## src/rtl/regfile_wb_arbiter.sv

```systemverilog
// regfile_wb_arbiter: merges ALU results and late load returns onto the register-file write port.
// Optional feature macro WB_ALU_BYPASS_EN: an accepted ALU result skips an empty queue and writes 1 cycle later.
module regfile_wb_arbiter #(
    parameter int DEPTH  = 2,
    parameter int ADDR_W = 5,
    parameter int DATA_W = 32
) (
    input  logic                       clk,
    input  logic                       rst,
    input  logic                       alu_valid,
    output logic                       alu_ready,
    input  logic [ADDR_W-1:0]          alu_waddr,
    input  logic [DATA_W-1:0]          alu_wdata,
    input  logic                       ld_valid,
    input  logic [ADDR_W-1:0]          ld_waddr,
    input  logic [DATA_W-1:0]          ld_wdata,
    output logic                       we,
    output logic [ADDR_W-1:0]          waddr,
    output logic [DATA_W-1:0]          wdata,
    input  logic [ADDR_W-1:0]          chk_addr1,
    input  logic [ADDR_W-1:0]          chk_addr2,
    output logic                       pending1,
    output logic                       pending2,
    output logic [$clog2(DEPTH):0]     count
);
    localparam int PW = $clog2(DEPTH);
    localparam int CW = PW + 1;

    logic [ADDR_W-1:0] q_addr [DEPTH];
    logic [DATA_W-1:0] q_data [DEPTH];
    logic [DEPTH-1:0]  q_valid;
    logic [DEPTH-1:0]  q_live;
    logic [PW-1:0]     rd_ptr;
    logic [PW-1:0]     wr_ptr;
    logic              ld_win;
    logic              acc;
    logic              empty;
    logic              pop;
    logic              push;
    logic              bypass;

    assign alu_ready = (count != CW'(DEPTH));
    assign empty     = (count == '0);
    assign ld_win    = ld_valid && (ld_waddr != '0);
    assign acc       = alu_valid && alu_ready && (alu_waddr != '0);
    assign pop       = !ld_win && !empty;
`ifdef WB_ALU_BYPASS_EN
    assign bypass    = acc && empty && !ld_win;
`else
    assign bypass    = 1'b0;
`endif
    assign push      = acc && !bypass;

    // Output stage, queue bookkeeping and load-driven kills; a same-cycle push is younger so its live bit wins.
    always_ff @(posedge clk or negedge rst) begin
        if (!rst) begin
            we      <= 1'b0;
            waddr   <= '0;
            wdata   <= '0;
            count   <= '0;
            rd_ptr  <= '0;
            wr_ptr  <= '0;
            q_valid <= '0;
            q_live  <= '0;
        end else begin
            count <= count + CW'(push) - CW'(pop);
            if (ld_win) begin
                we    <= 1'b1;
                waddr <= ld_waddr;
                wdata <= ld_wdata;
            end else if (pop) begin
                we <= q_live[rd_ptr];
                if (q_live[rd_ptr]) begin
                    waddr <= q_addr[rd_ptr];
                    wdata <= q_data[rd_ptr];
                end
            end else if (bypass) begin
                we    <= 1'b1;
                waddr <= alu_waddr;
                wdata <= alu_wdata;
            end else begin
                we <= 1'b0;
            end
            for (int i = 0; i < DEPTH; i++) begin
                if (ld_win && q_valid[i] && (q_addr[i] == ld_waddr)) begin
                    q_live[i] <= 1'b0;
                end
            end
            if (pop) begin
                q_valid[rd_ptr] <= 1'b0;
                rd_ptr          <= rd_ptr + PW'(1);
            end
            if (push) begin
                q_valid[wr_ptr] <= 1'b1;
                q_live[wr_ptr]  <= 1'b1;
                wr_ptr          <= wr_ptr + PW'(1);
            end
        end
    end

    // Queue payload needs no reset; the valid bits gate every use.
    always_ff @(posedge clk) begin
        if (push) begin
            q_addr[wr_ptr] <= alu_waddr;
            q_data[wr_ptr] <= alu_wdata;
        end
    end

    // Pending lookup over valid, live queue entries; x0 never reports pending.
    always_comb begin
        pending1 = 1'b0;
        pending2 = 1'b0;
        for (int i = 0; i < DEPTH; i++) begin
            if (q_valid[i] && q_live[i]) begin
                pending1 = pending1 | (q_addr[i] == chk_addr1);
                pending2 = pending2 | (q_addr[i] == chk_addr2);
            end
        end
        if (chk_addr1 == '0) pending1 = 1'b0;
        if (chk_addr2 == '0) pending2 = 1'b0;
    end
endmodule

```

## config.mk

```make
export PLATFORM = sky130hd
export DESIGN_NAME = regfile_wb_arbiter
export DESIGN_NICKNAME = d
export VERILOG_FILES = /design/src/rtl/regfile_wb_arbiter.sv
export SDC_FILE = /design/constraint.sdc
export NUM_CORES = 1
export LEC_CHECK = 0
export CAP_MARGIN = 15
export CORE_MARGIN = 2
export CORE_UTILIZATION = 53
export DETAILED_ROUTE_END_ITERATION = 7
export PLACE_DENSITY = 0.93
export SLEW_MARGIN = 20
export SYNTH_ARGS = -nofsm -noshare
export SYNTH_HDL_FRONTEND = slang
export SYNTH_SLANG_ARGS = --single-unit
```

## constraint.sdc

```tcl
create_clock -name clk -period 5.2 [get_ports clk]
set_input_delay 0.78 -clock clk [delete_from_list [all_inputs] [get_ports clk]]
set_output_delay 0.78 -clock clk [all_outputs]
set_load 0.1 [all_outputs]
```

==> results of run 1 <==
registers in the layout, summed over array words and instances (netlist names):
name,cells
wr_ptr,1
count,2
q_addr,10
q_live,2
rd_ptr,1
q_data,64
waddr,5
q_valid,2
wdata,32
we,1
per-layer routing:
metal / global-route usage (%) / up-vias / wire (um) / part of all wire (%)
li1: - / 1613 / - / -
met4: 7.53 / 0 / 124 / 1.0
met5: 0 / - / 0 / 0
met2: 42.1 / 136 / 6330 / 53
met1: 27.1 / 1725 / 4710 / 39
met3: 7.36 / 8 / 795 / 6.6
worst max path at each step:
stage,to,slack (ns),cells past startpoint
detailed placement,pending2,1.21,6
global route,pending2,1.11,6
global placement,pending2,1.34,6
floorplan,q_addr[0][0],0.87,3
finish,pending2,1.14,6
CTS,pending2,1.21,6
area by class of cell:
cell class	count	area [um2]	area share (%)
Clock inverter	9	103	1.42
Inverter	1	3.75	0.0519
Timing Repair Buffer	135	1370	18.9
Clock buffer	21	449	6.21
Sequential cell	120	3370	46.7
Multi-Input combinational cell	223	1770	24.5
Tap cell	133	166	2.30
through the flow:
step / area (um2) / hold WS (ns) / std cells / worst slack, ns / util (%)
5_1_grt: 7230 / 0.430 / 642 / 1.11 / 74.7
6_report: 7230 / 0.377 / 642 / 1.14 / 74.7
3_3_place_gp: 6630 / 0.535 / 610 / 1.34 / 68.5
2_1_floorplan: 5250 / 0.484 / 360 / 0.874 / -
3_5_place_dp: 6630 / 0.544 / 610 / 1.21 / 68.5
4_1_cts: 7180 / 0.395 / 640 / 1.21 / 74.2
cells by family (layout without fill, tap and decap cells):
kind of cell	Yosys count	in the layout	synth area share, %
compound gates	51	51	6.56
flops	120	120	64.3
mux	75	75	15.2
buf+inv	17	166	2.36
fa+ha+maj	1	1	0.238
simple gates	61	61	5.55
xor+xnor	35	35	5.84
worst max-delay path, stage by stage:
cell and delay, ns:
clkdlybuf4s50_1 0.46, xor2_1 0.18, nor4_1 0.31, nand4_1 0.16
a21oi_1 0.21, clkdlybuf4s50_1 1.16
power by group:
| group | switching (mW) | internal, mW | leakage, nW | total, mW |
|---|---|---|---|---|
| clock | 0.389 | 0.697 | 0.265 | 1.09 |
| combinational | 1.48 | 0.703 | 1.33 | 2.18 |
| sequential | 0.220 | 1.31 | 1.23 | 1.53 |
cell usage in the layout (no fill, tap or decap), types with 2 or more instances in the layout:
cell             instances
edfxtp_1                74
nor2_1                   3
clkbuf_8                 3
nand2_1                 37
mux2_2                  37
o21ai_1                 12
bufinv_16                2
nand4_1                  6
dfrtp_1                 45
o21ai_2                 17
nor2_4                   4
a21oi_1                  2
a21o_1                   2
nor4_1                   6
mux2i_1                 38
or4_1                    4
clkinvlp_4               3
clkbuf_16               16
buf_4                    3
clkinv_2                 4
xor2_1                  26
xnor2_1                  9
o21ai_0                 14
clkdlybuf4s50_1        129
clkbuf_1                 2
==> run summary, run 1 <==
In the post-synthesis netlist, the biggest area contributors are edfxtp_1 (42%), dfrtp_1 (22%), mux2_2 (7.9%). The nature of the critical path endpoint is an output port. The synthesized design spends more area on one cell type than any other, namely edfxtp_1. Post-CTS repair changed the size of 0 cells. Counting every instance in the synthesized netlist gives 360.

The detail route stage leaves a number of antenna-violating nets equal to 0. After clock tree synthesis, the setup repair step added 0 buffers. TritonCTS built the clock tree.

The most used flip-flop cell after synthesis is edfxtp_1. Yosys instantiated no cell more often than edfxtp_1. The worst-path maximum fanout is 3. The depth of the most critical reg-to-reg path is 5. The initial antenna violation count came out at 0.

The number of sinks on the clock net is 120. The width of the die is 104 um. The power density over the cells is 664 nW/um2.

The ratio of cells with drive above 1 in the final layout came out at 18.9%. The weighted congestion reported at the end of routability-driven placement is 0.866. Tracing the worst setup path back leads to its startpoint at chk_addr2[4]. The flow ran to the end, and the final reports show no timing, DRC or antenna violations. The number of hold buffers added after CTS was 0. The clock transition at the registers of the reported paths is 0.05 ns. In this run the worst hold path is classified as in -> async.

The number of max-slew violations in the final report came out at 0. The minimum setup slack among reg-to-reg paths is 2.20 ns. The tree is rooted in a clkbuf_8. The first global-routing pass estimated 19,400 um of wire. The synthesized flop and latch total came out at 120. During synthesis, Yosys emitted a total of 0 warnings. The mean routed wirelength per cell came out at 18.6 um.

The number of buffers created by CTS is 17. The aggregate negative setup slack came out at 0 ns. The number of placement rows is 36. The worst setup path is of the in -> out kind. The number of detailed-route iterations in the first pass is 4.

The total global-route track usage came out at 23.6%. The startpoint identified for the worst register-to-register timing path is rd_ptr. During I/O placement, the number of pins put on the boundary was 131. In the final design database the tool counted 587 nets. The filler cell count in the final layout came out at 624.

The number of setup violations in the final report is 0. In this run the cell area of the synthesized design comes to 5250 um2. The total nets after synthesis came out at 449. The area share of the largest cell type after synthesis came out at 42.3%. The initial utilization of the core area, before any placement, comes to 54.2%. The pin slew with the least headroom to its limit came out at 1.01 ns. The total of max-cap violations is 0. The overall overflow remaining after global route came out at 0. The share of the yosys chip area belonging to registers came out at 64.3%. The count of routing violations after the opening detailed-route iteration is 157. The share of flip-flops with an asynchronous set or reset after synthesis came out at 38.3%. The worst supply voltage drop on vdd came out at 0.000439 V. The later-pin clock latency in the skew report is 0.50 ns.

The count of cell types in the netlist came out at 28. The DRC violation count after routing is 0. The share of the clock period used by the worst path after layout came out at 78.0%. The routed layout has 3,482 vias. The diode insertion count for antenna repair is 0. The overall power consumption came out at 4.80 mW. The maximum number of pins on one net before global-route repair came out at 47. The post-detailed-placement half-perimeter wirelength came out at 7730 um. From bottom edge to top edge, the die measures 104 um.

The worst-case clock buffer depth came out at 2. The via density per instance is 5.42. Setup repair after global routing left no endpoint under its margin. The area of the die came out at 10,700 um2. The hold violation count in the final report is 0. The synthesized design contains 74 enable-type register cells. The commonest cells after synthesis are edfxtp_1 (74), dfrtp_1 (46), mux2i_1 (38). Buffers placed on the I/O ports in this run total 130. The end of the worst register-to-register path is wdata[30]. The maximum level of the CTS H-tree is 4. Headroom to the max-slew limit came out at 32.5%.

The element type at the critical path start is an input port. The data arrival time of the critical path is 3.28 ns. For this design the static power due to leakage is 2.82 nW. Derived from the worst setup path, the maximum achievable clock frequency is 246 MHz. The area growth from synthesis to layout came out at 37.8%.

For this block, the routed nets add up to 12,000 um of wire. Between clock sinks in the finished design, the worst skew comes to 0.00925 ns. For the worst setup path, the data required time is 4.42 ns. The core footprint came out at 9680 um2. The minimum period implied by the final worst setup slack is 4.06 ns. After synthesis, the mean cell area works out to 14.6 um2. The number of global-route vias before repair was 3,781.
Power figures use the tool's default switching activity.
==> inputs of run 2 (changes only) <==
--- a/config.mk
+++ b/config.mk
@@ -7,9 +7,9 @@
 export LEC_CHECK = 0
 export CAP_MARGIN = 15
 export CORE_MARGIN = 2
-export CORE_UTILIZATION = 53
+export CORE_UTILIZATION = 49
 export DETAILED_ROUTE_END_ITERATION = 7
-export PLACE_DENSITY = 0.93
+export PLACE_DENSITY = 0.88
 export SLEW_MARGIN = 20
 export SYNTH_ARGS = -nofsm -noshare
 export SYNTH_HDL_FRONTEND = slang
==> constraint.sdc (replaced) <==
create_clock -name clk -period 3.96 [get_ports clk]
set_input_delay 0.594 -clock clk [delete_from_list [all_inputs] [get_ports clk]]
set_output_delay 0.594 -clock clk [all_outputs]
set_load 0.1 [all_outputs]
==> run 2 against run 1 <==
Critical path depth is 4 lower. Sequential power is 26% higher. Clock skew is 0.0027 ns higher. Global-route usage is 3.0 points lower. Register-to-register slack worse by 0.39 ns. First-iteration DRC count is 42% higher. Sequential share of layout area is 0.25 points lower. Non-clock buffer count stayed put.
==> run summary, run 2 (same netlist as run 1, synthesis figures left out) <==
The flow ran to the end, and the final reports show no timing, DRC or antenna violations. The buffer count from post-CTS setup fixing came out at 0. The number of instances resized during post-cts repair is 0. The worst setup path endpoint is alu_ready.

The master cell of the clock root buffer is clkbuf_8. The number of global-route vias before repair was 3,631. The core footprint is 10,400 um2. Walking the worst path, the cells encountered are nand2b_1, clkdlybuf4s50_1. The maximum number of pins on one net before global-route repair came out at 47. The worst-path maximum fanout came out at 6. The die is 107 um wide. Measured in cells, the most critical reg-to-reg path has a length of 5. The worst register-to-register path ends at wdata[26]. After filler insertion, the fill cell instance count of the layout stands at 753. The highest metal layer with signal wires is met4. For this run, the post-layout net count is 587.

The critical path in this run is classified as reg -> out. In this run the worst setup path begins at count[0]. The fraction of the core area covered by cells at the end of the flow is 70.1%. The overall overflow remaining after global route came out at 0. The number of detailed-route iterations in the first pass is 4. The largest single stage delay on the critical path is 1.18 ns. The initial antenna violation count was 0. The y dimension of the die came out at 107 um. The starting utilization of the core area came out at 50.6%. For this run, the top clock speed supported by timing is 349 MHz.

STA classifies the critical path startpoint as a register. At the later pin of the worst-skew pair, clock insertion delay measures 0.50 ns. In the routed layout, each cell is associated on average with a via count of 5.26. Leaving out fill and tap cells, the most frequent cell in the layout is clkdlybuf4s50_1.

The hold violation count in the final report is 0. After clock tree synthesis, the clock-pin slew on the worst setup and hold paths is 0.06 ns. The aggregate negative setup slack is 0 ns. The power density over the cells came out at 874 nW/um2.

The number of setup violations in the final report is 0. The worst slew margin relative to its limit is 31.5%. Setup repair after global routing left no endpoint under its margin. The clock passes through at most 2 buffers.

The remaining antenna violation count is 0. The ratio of cells with drive above 1 in the final layout is 19.2%. The required arrival time at the worst endpoint came out at 3.37 ns. The total routed wirelength came out at 11,400 um. The repair_antennas step left the layout with diodes totalling 0. Ranked by flip-flop count, first place goes to q_data. The cell total after placement came out at 613. The pin slew with the least headroom to its limit is 1.02 ns. The share of the clock period used by the worst path after layout came out at 72.4%. The total global-route track usage is 20.6%. The leakage power figure came out at 2.85 nW. The number of placement rows is 37. The routed metal-1 wire length came out at 4880 um. The min-delay analysis places its worst path in the category in -> async. The number of buffers inserted by hold repair at cts came out at 0. The routed length on met3 is 837 um.

Summing all placed instances gives a cell area of 6630 um2. Data on the critical path arrives at its endpoint at 2.27 ns. STA classifies the critical path endpoint as an output port.

The number of flip-flops in the largest register came out at 64. The worst setup margin came out at 1.09 ns. The area growth from synthesis to layout is 38.5%. Across the run, the number of max-cap violations was 0. The final cell count without fillers is 647. The number of buffers created by CTS is 17. The worst path in the final design needs a cycle of 2.87 ns, including I/O delays and setup. On the final layout, the worst hold slack is 0.107 ns. Routability-driven placement finished with a final weighted congestion of 0.980. The largest registers in the layout are q_data x64, wdata x32, q_addr x10. The worst setup timing slack at the placement stage came out at 0.875 ns. Dividing the detail-routed wire length by the instance count gives 17.6 um. The count of routing violations after the opening detailed-route iteration is 223. Overall power consumption after layout is estimated at 6.35 mW. In this run the tool buffered the top-level ports with 130 buffer cells. The HPWL after detailed placement is 7520 um. The number of vias after detailed routing came out at 3,402. The maximum level of the CTS H-tree came out at 4. The die covers 11,600 um2. The CTS tree is built. The number of sinks on the clock net is 120.

The global-route wire length before repair came out at 18,000 um. The setup check on the worst reg-to-reg path leaves a slack of 1.81 ns. On the final layout, the worst clock skew is 0.0120 ns.

The worst supply voltage drop on vdd is 0.000606 V. Summed over all nets, wire length on met2 after detailed routing comes to 5580 um. The number of max-slew violations in the final report came out at 0.

The I/O pin count is 131. Leaving out fill and tap cells, the most frequent cells in the layout are clkdlybuf4s50_1 (127), edfxtp_1 (74), dfrtp_1 (45), mux2i_1 (38). The worst register-to-register path begins at count[1]. The DRC violation count after routing is 0.

The post-layout instance area is 7270 um2. Among all stages on the critical path, the largest delay is contributed by clkdlybuf4s50_1.
run 2: cell count changes in the layout (fill, tap and decap cells not counted):
cell	previous run	this run
buf_2	1	0
clkinvlp_4	3	2
buf_4	3	6
clkbuf_1	2	4
buf_12	1	0
clkdlybuf4s50_1	129	127
bufinv_16	2	3
buf_16	1	2
run 2: metal layers:
| metal | up-vias | track usage [%] |
|---|---|---|
| met2 | 143 | 33.5 |
| met3 | 8 | 6.11 |
| met5 | - | 0 |
| met1 | 1643 | 26.6 |
| li1 | 1608 | - |
| met4 | 0 | 6.78 |
run 2: cell type report:
type                    count  area [um2]  share of cell area, %
inverters                   1        3.75                 0.0516
clock inverters             9         125                   1.72
multi-input cells         223        1770                   24.3
flip-flops and latches    120        3370                   46.4
clock buffers              23         457                   6.28
repair buffers            135        1370                   18.9
well taps                 136         170                   2.34
run 2: worst min path at each step:
stage | start | to | slack, ns
detailed placement | wdata[8] | wdata[8] | 0.54
global placement | wdata[26] | wdata[26] | 0.53
finish | rst | wdata[23] | 0.11
global route | rst | wdata[24] | 0.16
CTS | rst | wdata[24] | 0.34
floorplan | rst | count[0] | 0.30
run 2: critical path: cells and delay by family, from the launching register on:
kind	cells	cell delay [ns]
buffers and inverters	1	1.18
flip-flops	1	0.43
AND/OR/NAND/NOR	1	0.17
run 2: power breakdown:
part / switching, mW / internal, mW / total [mW]
clock network: 0.504 / 0.987 / 1.49
registers: 0.202 / 1.73 / 1.93
logic: 2.01 / 0.927 / 2.94
total: 2.72 / 3.64 / 6.35
